==> src/rtl/led_pkg.sv <==
// Shared constants for the LED board button front end.
// Clock rate, default debounce/repeat timings and button indices.
package led_pkg;

   localparam int CLK_FREQ_HZ       = 50_000_000;
   localparam int DEBOUNCE_DEF      = CLK_FREQ_HZ / 100;
   localparam int REPEAT_DELAY_DEF  = CLK_FREQ_HZ / 2;
   localparam int REPEAT_PERIOD_DEF = CLK_FREQ_HZ / 5;

   localparam int BTN_NEXT   = 0;
   localparam int BTN_MODE   = 1;
   localparam int BTN_CYCLIC = 2;

   function automatic int cnt_w(input int n);
      return (n < 2) ? 1 : $clog2(n);
   endfunction

endpackage

==> src/rtl/btn_channel.sv <==
// One button: 2-flop sync, debounce, press pulse, optional auto-repeat.
// Auto-repeat logic exists only when BTN_AUTOREPEAT_EN is defined.
module btn_channel
   import led_pkg::*;
#(
   parameter int DEBOUNCE_CYCLES      = DEBOUNCE_DEF,
   parameter int REPEAT_DELAY_CYCLES  = REPEAT_DELAY_DEF,
   parameter int REPEAT_PERIOD_CYCLES = REPEAT_PERIOD_DEF,
   parameter bit REPEAT_EN            = 1'b0
)(
   input  logic clk,
   input  logic async_nreset,
   input  logic btn_raw,
   output logic btn_level,
   output logic btn_re
);

   localparam int CW = cnt_w(DEBOUNCE_CYCLES);
   localparam logic [CW-1:0] CMAX = CW'(DEBOUNCE_CYCLES - 1);

   logic          r_s1;
   logic          r_s2;
   logic          r_level;
   logic          r_re;
   logic [CW-1:0] r_cnt;
   logic          w_diff;
   logic          w_done;
   logic          w_rise;
   logic          w_fall;
   logic          w_rep;

   assign w_diff = r_s2 ^ r_level;
   assign w_done = w_diff && (r_cnt == CMAX);
   assign w_rise = w_done && r_s2;
   assign w_fall = w_done && !r_s2;

   always_ff @(posedge clk or negedge async_nreset) begin
      if (!async_nreset) begin
         r_s1 <= 1'b0;
         r_s2 <= 1'b0;
      end else begin
         r_s1 <= btn_raw;
         r_s2 <= r_s1;
      end
   end

   // Any sample agreeing with the current level restarts the count.
   always_ff @(posedge clk or negedge async_nreset) begin
      if (!async_nreset) begin
         r_cnt   <= '0;
         r_level <= 1'b0;
      end else if (!w_diff) begin
         r_cnt <= '0;
      end else if (w_rise || w_fall) begin
         r_cnt   <= '0;
         r_level <= w_rise;
      end else begin
         r_cnt <= r_cnt + 1'b1;
      end
   end

   always_ff @(posedge clk or negedge async_nreset) begin
      if (!async_nreset) r_re <= 1'b0;
      else               r_re <= w_rise | w_rep;
   end

`ifdef BTN_AUTOREPEAT_EN
   generate
      if (REPEAT_EN) begin : g_rep
         localparam int RW = cnt_w(REPEAT_DELAY_CYCLES);
         localparam logic [RW-1:0] RMAX =
            RW'(REPEAT_DELAY_CYCLES - 1);
         localparam logic [RW-1:0] RLOAD =
            RW'(REPEAT_DELAY_CYCLES - REPEAT_PERIOD_CYCLES);

         logic [RW-1:0] r_rcnt;
         logic          w_hit;

         assign w_hit = r_level && (r_rcnt == RMAX);
         assign w_rep = w_hit && !w_fall;

         // Reload keeps later pulses one period apart.
         always_ff @(posedge clk or negedge async_nreset) begin
            if (!async_nreset)          r_rcnt <= '0;
            else if (!r_level || w_fall) r_rcnt <= '0;
            else if (w_hit)             r_rcnt <= RLOAD;
            else                        r_rcnt <= r_rcnt + 1'b1;
         end
      end else begin : g_norep
         assign w_rep = 1'b0;
      end
   endgenerate
`else
   assign w_rep = 1'b0;
`endif

   assign btn_level = r_level;
   assign btn_re    = r_re;

endmodule

==> src/rtl/button_conditioner.sv <==
// Conditions NUM_BTN raw push-buttons into debounced levels and press pulses.
// Optional auto-repeat per REPEAT_MASK when BTN_AUTOREPEAT_EN is defined.
module button_conditioner
   import led_pkg::*;
#(
   parameter int NUM_BTN              = 3,
   parameter int DEBOUNCE_CYCLES      = DEBOUNCE_DEF,
   parameter int REPEAT_DELAY_CYCLES  = REPEAT_DELAY_DEF,
   parameter int REPEAT_PERIOD_CYCLES = REPEAT_PERIOD_DEF,
   parameter logic [NUM_BTN-1:0] REPEAT_MASK = NUM_BTN'(1)
)(
   input  logic               clk,
   input  logic               async_nreset,
   input  logic [NUM_BTN-1:0] btn_raw,
   output logic [NUM_BTN-1:0] btn_level,
   output logic [NUM_BTN-1:0] btn_re
);

   generate
      for (genvar i = 0; i < NUM_BTN; i++) begin : g_ch
         btn_channel #(
            .DEBOUNCE_CYCLES      (DEBOUNCE_CYCLES),
            .REPEAT_DELAY_CYCLES  (REPEAT_DELAY_CYCLES),
            .REPEAT_PERIOD_CYCLES (REPEAT_PERIOD_CYCLES),
            .REPEAT_EN            (REPEAT_MASK[i])
         ) u_ch (
            .clk          (clk),
            .async_nreset (async_nreset),
            .btn_raw      (btn_raw[i]),
            .btn_level    (btn_level[i]),
            .btn_re       (btn_re[i])
         );
      end
   endgenerate

endmodule

==> config.mk <==
export PLATFORM = sky130hd
export DESIGN_NAME = button_conditioner
export DESIGN_NICKNAME = d
export VERILOG_FILES = /design/src/rtl/led_pkg.sv /design/src/rtl/btn_channel.sv /design/src/rtl/button_conditioner.sv
export SDC_FILE = /design/constraint.sdc
export NUM_CORES = 1
export LEC_CHECK = 0
export CAP_MARGIN = 10
export CORE_ASPECT_RATIO = 1.4
export CORE_MARGIN = 3
export CORE_UTILIZATION = 40
export DETAILED_ROUTE_END_ITERATION = 7
export PLACE_DENSITY = 0.64
export SLEW_MARGIN = 25
export SYNTH_ARGS = -nofsm -noshare
export SYNTH_HDL_FRONTEND = slang
export SYNTH_HIERARCHICAL = 1
export SYNTH_SLANG_ARGS = --single-unit
==> constraint.sdc <==
create_clock -name clk -period 2.65 [get_ports clk]
set_input_delay 0.53 -clock clk [delete_from_list [all_inputs] [get_ports clk]]
set_output_delay 0.53 -clock clk [all_outputs]
set_load 0.01 [all_outputs]
==> results of run 1 <==
## layout make-up
| class | instances | area share |
|---|---|---|
| Inverter | 9 | 0.008701 |
| Tap cell | 100 | 0.03223 |
| Timing Repair Buffer | 15 | 0.03738 |
| Sequential cell | 69 | 0.4447 |
| Multi-Input combinational cell | 234 | 0.4032 |
| Clock inverter | 6 | 0.04093 |
| Clock buffer | 10 | 0.03287 |
## layer usage
metal  vias up  global-route usage  part of all wire
li1       1159                   -                 -
met1      1138              0.1695              0.45
met2        32              0.2420              0.50
met3         8             0.04248             0.035
met4         0             0.07088             0.018
met5         -                   0                 0
## logic make-up (layout without fill, tap and decap cells)
logic type,Yosys count,count (layout),synth area share
xor gates and xnor gates,45,45,0.1177
DFF,69,69,0.5157
buffers and inverters,12,40,0.01681
adders and majority gates,3,3,0.01121
AOI/OAI and AO/OA,21,21,0.05717
muxes,3,3,0.01345
and+or+nand+nor,162,162,0.2679
## worst min-delay path by stage
stage	cells after the start	startpoint	endpoint
2_1_floorplan	0	async_nreset	g_ch[0].u_ch/btn_level
3_3_place_gp	0	g_ch[0].u_ch/r_s1	g_ch[0].u_ch/r_s2
3_5_place_dp	0	g_ch[1].u_ch/r_s1	g_ch[1].u_ch/r_s2
4_1_cts	1	async_nreset	g_ch[0].u_ch/r_cnt[8]
5_1_grt	1	async_nreset	g_ch[0].u_ch/r_cnt[8]
6_report	1	async_nreset	g_ch[0].u_ch/r_cnt[8]
## per-stage QoR
| stage | hold WS (ns) | util | worst slack [ns] |
|---|---|---|---|
| after floorplan | 0.2344 | - | 0.8090 |
| after global placement | 0.3445 | 0.4529 | 0.6141 |
| after detailed placement | 0.3502 | 0.4529 | 0.6008 |
| after CTS | 0.1859 | 0.4890 | 0.5673 |
| after global routing | 0.2216 | 0.4890 | 0.4249 |
| final | 0.1756 | 0.4890 | 0.6115 |
## cells in the final DEF, fill, tap and decap left out, types with 4 or more instances in the layout
cell type	instances
nor2_1	51
nand2_1	18
inv_1	9
dfrtp_1	69
nand4_1	9
clkbuf_8	9
a21oi_1	9
nor3_1	12
nor4_1	12
xor2_1	6
clkdlybuf4s50_1	9
bufinv_16	5
buf_4	4
xnor2_1	39
nand3_1	24
## cell usage after synthesis, drive strengths merged
| master | instances | share of area |
|---|---|---|
| dfrtp | 69 | 0.52 |
| nor2 | 51 | 0.057 |
| xnor2 | 39 | 0.10 |
| nand3 | 24 | 0.036 |
| nand2 | 18 | 0.020 |
| nor4 | 15 | 0.034 |
| nand4 | 12 | 0.028 |
| nor3 | 12 | 0.018 |
| a21oi | 9 | 0.013 |
| inv | 9 | 0.010 |
| o41ai | 6 | 0.033 |
| or2 | 6 | 0.011 |
| or4 | 6 | 0.017 |
| xor2 | 6 | 0.016 |
| and2 | 3 | 0.0056 |
| and3 | 3 | 0.0067 |
| buf | 3 | 0.0067 |
| ha | 3 | 0.011 |
| mux2 | 3 | 0.013 |
| nor3b | 3 | 0.0067 |
| nor4b | 3 | 0.013 |
| o21ai | 3 | 0.0045 |
| o31ai | 3 | 0.0067 |
| or3 | 3 | 0.0056 |
| or4b | 3 | 0.0090 |
## sequential cells by signal, summed over array words and instances (netlist names)
| register | flops |
|---|---|
| g_ch.u_ch/r_cnt | 57 |
| g_ch.u_ch/btn_re | 3 |
| g_ch.u_ch/btn_level | 3 |
| g_ch.u_ch/r_s2 | 3 |
| g_ch.u_ch/r_s1 | 3 |
## power groups by stage
stage               sequential (uW)  clock, uW  combinational [uW]
detailed placement             1110          0                76.3
finish                         1090       1220                73.5
global placement               1110          0                76.0
global route                   1090       1290                84.2
floorplan                      1100          0                36.5
CTS                            1090       1250                77.1
==> flow_summary.json, run 1 <==
{
  "path_cells": "ha_1, nand4_2, o41ai_4, buf_4, nor2_1",
  "synth_cells": 315,
  "p_comb_frac": 0.031,
  "dieArea_um2": 9520,
  "postCtsHoldBufs": 0,
  "cts_buffer_depth": 2,
  "postCtsSetupBuffers": 0,
  "clk_latency_ns": 0.35,
  "ir_drop_mv": 0.3112,
  "start_util": 0.4217,
  "grt_pass1_vias": 2454,
  "place_congestion": 0.8144,
  "fp-row-count": 38,
  "wl_per_cell_um": 13.85,
  "reg2reg_from": "g_ch[0].u_ch/r_cnt[0]",
  "synth_area_um2": 3348,
  "syn_to_final_growth_pct": 15.96,
  "cp_slowest_cell": "o41ai_4",
  "hold_path.class": "primary input to asynchronous set/reset pin",
  "leakagePower_uw": 0.001532,
  "final_layout_size_suffix_gt1_frac": 0.1224,
  "r2r-end": "g_ch[0].u_ch/r_cnt[2]",
  "drt_iter0_drc": 120,
  "antenna_found_initial": 0,
  "worst_pin_slew_ns": 0.5922,
  "maxSlewViolCount": 0,
  "io_pins": 11,
  "synth-seq-cells": 69,
  "dp_hpwl_um": 4332,
  "die_x_um": 83.33,
  "reg2reg_slack_ns": 0.61,
  "n_antenna_cell": 0,
  "seq_area_um2": 1727,
  "fill_cells": 692,
  "r2r_cells": 5,
  "pwr-share-clk": 0.513,
  "htreeDepth": 3,
  "cts_tree": "done",
  "die_height_um": 114.3,
  "final_net_count": 346,
  "critical_path_depth": 5,
  "postPlaceCellArea_um2": 3596,
  "finalSetupTns_ns": 0,
  "rsz0062_at_grt": "no",
  "fin_crit_sh": 0.7693,
  "avgViaCountPerCell": 5.275,
  "clock_tree.root_cell": "clkbuf_8",
  "ant_nets": 0,
  "worstSetupPathType": "flip-flop to flip-flop",
  "fin_area_um2": 3882,
  "cap_violations": 0,
  "critPathMaxFanout": 10,
  "cts_resized": 0,
  "critPathCaptureType": "flip-flop",
  "cp.arrival_ns": 2.27,
  "switching_share": 0.1955,
  "wl_um": 6137,
  "drt_first_pass_iters": 4,
  "period_minus_slack_ns": 2.039,
  "total_power_uw": 2380,
  "layout.cells.non_filler": 443,
  "grt_max_degree": 45,
  "path_buf_inv": 1,
  "timing.fmax_ghz": 0.4905,
  "slew_headroom": 0.6052,
  "power_density_nw_per_um2": 613.0,
  "place_inst": 427,
  "critPathCapture": "g_ch[0].u_ch/r_cnt[2]",
  "syn_nets": 323,
  "core_area_um2": 7940,
  "critical_path_required_ns": 2.88,
  "status": "completed",
  "switching_power_uw": 465.4,
  "p_seq_frac": 0.456,
  "grt_overflow": 0,
  "start_kind": "flip-flop",
  "cts_sinks": 69,
  "numCtsBuffers": 9,
  "synth_seq_area_share": 0.5157,
  "grt_usage": 0.1444,
  "multi_input_area_um2": 1565,
  "finalClockSkew_ns": 0.008163,
  "ys_types": 30,
  "drc": 0,
  "grt_pass1_wl_um": 11100,
  "p_int_uw": 1915,
  "vias": 2337,
  "setup_viol": 0,
  "max_stage_delay_ns": 0.64,
  "hold_viol_final": 0,
  "syn_area_per_cell_um2": 10.63,
  "path_clk_slew_ns": 0.08,
  "yosysWarnings": 6,
  "cp-startpoint": "g_ch[0].u_ch/r_cnt[0]",
  "cp_top_family": "compound AO/OA/AOI/OAI gates",
  "io_buffers": 10
}
No activity file was read; power rests on OpenSTA's default activity.
==> run 2, diff against run 1 <==
Clock period 2.65 ns to 1.9 ns, I/O delays scaled along.
==> run 2 against run 1 <==
Against the previous run:
- flip-flop and latch count did not move
- worst hold slack got worse by 0.14 ns
- setup slack got worse by 0.55 ns
- die area is the same
- final area increased by 3.1%
- non-clock buffer count up 26
- final cell count rose by 5.9%
- via count increased by 7.0%
- global-route usage rose by 1.0 points
- clock power is essentially flat
- clock skew grew 0.0045 ns
==> flow_summary.json, run 2 (same netlist as run 1, synthesis figures left out) <==
{
  "status": "completed",
  "start_kind": "flip-flop",
  "mostFrequentLayoutCells": "dfrtp_1, nor2_1, xnor2_1, buf_4, nand3_1",
  "path_clk_slew_ns": 0.08,
  "finalSetupTns_ns": 0,
  "postCtsHoldBufs": 0,
  "largest_reg_flops": 57,
  "fp-row-count": 38,
  "finalClockSkew_ns": 0.01269,
  "cts_buffer_depth": 2,
  "fin_crit_sh": 0.9656,
  "worst_pin_slew_ns": 0.4161,
  "leakagePower_uw": 0.001608,
  "cap_violations": 0,
  "clock_tree.root_cell": "clkbuf_8",
  "ir_drop_mv": 0.3703,
  "critPathCaptureType": "flip-flop",
  "wl_um": 6607,
  "hold_path.class": "primary input to asynchronous set/reset pin",
  "dieArea_um2": 9520,
  "die_height_um": 114.3,
  "htreeDepth": 3,
  "hold_viol_final": 0,
  "cp.arrival_ns": 2.07,
  "timing.fmax_ghz": 0.5451,
  "numCtsBuffers": 9,
  "grt_pass1_vias": 2590,
  "critPathMaxFanout": 5,
  "utilization": 0.5043,
  "cp_slowest_cell": "or4_4",
  "timing.hold.ws_ns": 0.03836,
  "clk_latency_ns": 0.35,
  "cts_tree": "done",
  "power_density_nw_per_um2": 703.2,
  "cts_resized": 0,
  "wl_per_cell_um": 14.09,
  "grt_pass1_wl_um": 11760,
  "path_cells": "nor4_2, nand2_1, or4_4, mux2_4",
  "layout_commonest_cell": "dfrtp_1",
  "vias": 2501,
  "setup_viol": 0,
  "ant_nets": 0,
  "period_minus_slack_ns": 1.835,
  "rsz0062_at_grt": "no",
  "io_pins": 11,
  "avgViaCountPerCell": 5.333,
  "reg2reg_slack_ns": 0.07,
  "die_x_um": 83.33,
  "top_register": "g_ch.u_ch/r_cnt",
  "start_util": 0.4217,
  "antenna_found_initial": 0,
  "dp_hpwl_um": 4737,
  "grt_max_degree": 70,
  "postCtsSetupBuffers": 0,
  "slew_headroom": 0.7217,
  "max_stage_delay_ns": 0.57,
  "maxSlewViolCount": 0,
  "critical_path_required_ns": 2.14,
  "grt_overflow": 0,
  "n_antenna_cell": 0,
  "io_buffers": 10,
  "final_layout_size_suffix_gt1_frac": 0.1870,
  "core_area_um2": 7940,
  "drt_first_pass_iters": 4,
  "drt_iter0_drc": 121,
  "place_congestion": 0.8643,
  "final_net_count": 372,
  "cts_sinks": 69,
  "syn_to_final_growth_pct": 19.58,
  "drc": 0,
  "worstSetupPathType": "flip-flop to flip-flop",
  "grt_usage": 0.1546
}
==> run 2: cell count changes in the layout (fill, tap and decap cells not counted), sizes merged <==
cell,delta
clkinv,+1
buf,+26
bufinv,-4
clkinvlp,+3
==> run 2: path summary, 6_finish.rpt <==
kind	startpoint	to	cells past startpoint
setup reg to reg	g_ch[0].u_ch/r_cnt[12]	g_ch[0].u_ch/btn_level	4
max in group asynchronous	async_nreset	g_ch[2].u_ch/r_cnt[1]	2
setup / recovery	g_ch[0].u_ch/r_cnt[12]	g_ch[0].u_ch/btn_level	4
min in group clk	g_ch[2].u_ch/r_s1	g_ch[2].u_ch/r_s2	0
hold / removal	async_nreset	g_ch[0].u_ch/r_cnt[7]	2
hold reg to reg	g_ch[2].u_ch/r_s1	g_ch[2].u_ch/r_s2	0
==> run 2: metrics by stage <==
stage          total power [uW]  instance area, um^2  worst slack, ns  instances
2_1_floorplan              1588                 3348          0.05904        315
3_3_place_gp               1659                 3804           0.1385        453
3_5_place_dp               1659                 3804          0.07429        453
4_1_cts                    2867                 4004          0.05900        469
5_1_grt                    2949                 4004         0.007898        469
6_report                   2815                 4004          0.06544        469
==> run 2: report_power, final <==
group / switching, uW / total (uW) / internal (uW)
combinational: 66.5 / 115 / 48.2
sequential: 21.6 / 1510 / 1490
clock: 553 / 1190 / 636
total: 641 / 2820 / 2170
==> run 2: area by class of cell <==
type                            count  area, um^2
Clock inverter                      6       62.56
Fill cell                         696        3936
Multi-Input combinational cell    234        1565
Timing Repair Buffer               41       352.8
Sequential cell                    69        1727
Inverter                            9       33.78
Clock buffer                       10       137.6
Tap cell                          100       125.1
==> run 2: layer usage <==
layer | track usage | wire length, um
met2 | 0.2671 | 3382
met1 | 0.1733 | 2858
met4 | 0.08288 | 186
met5 | 0 | 0
met3 | 0.04248 | 179
==> run 2: critical path: cells and delay by family, from the launching register on <==
kind	cells	cell delay, ns
flip-flops	1	0.44
multiplexers	1	0.31
AND/OR/NAND/NOR	3	0.97
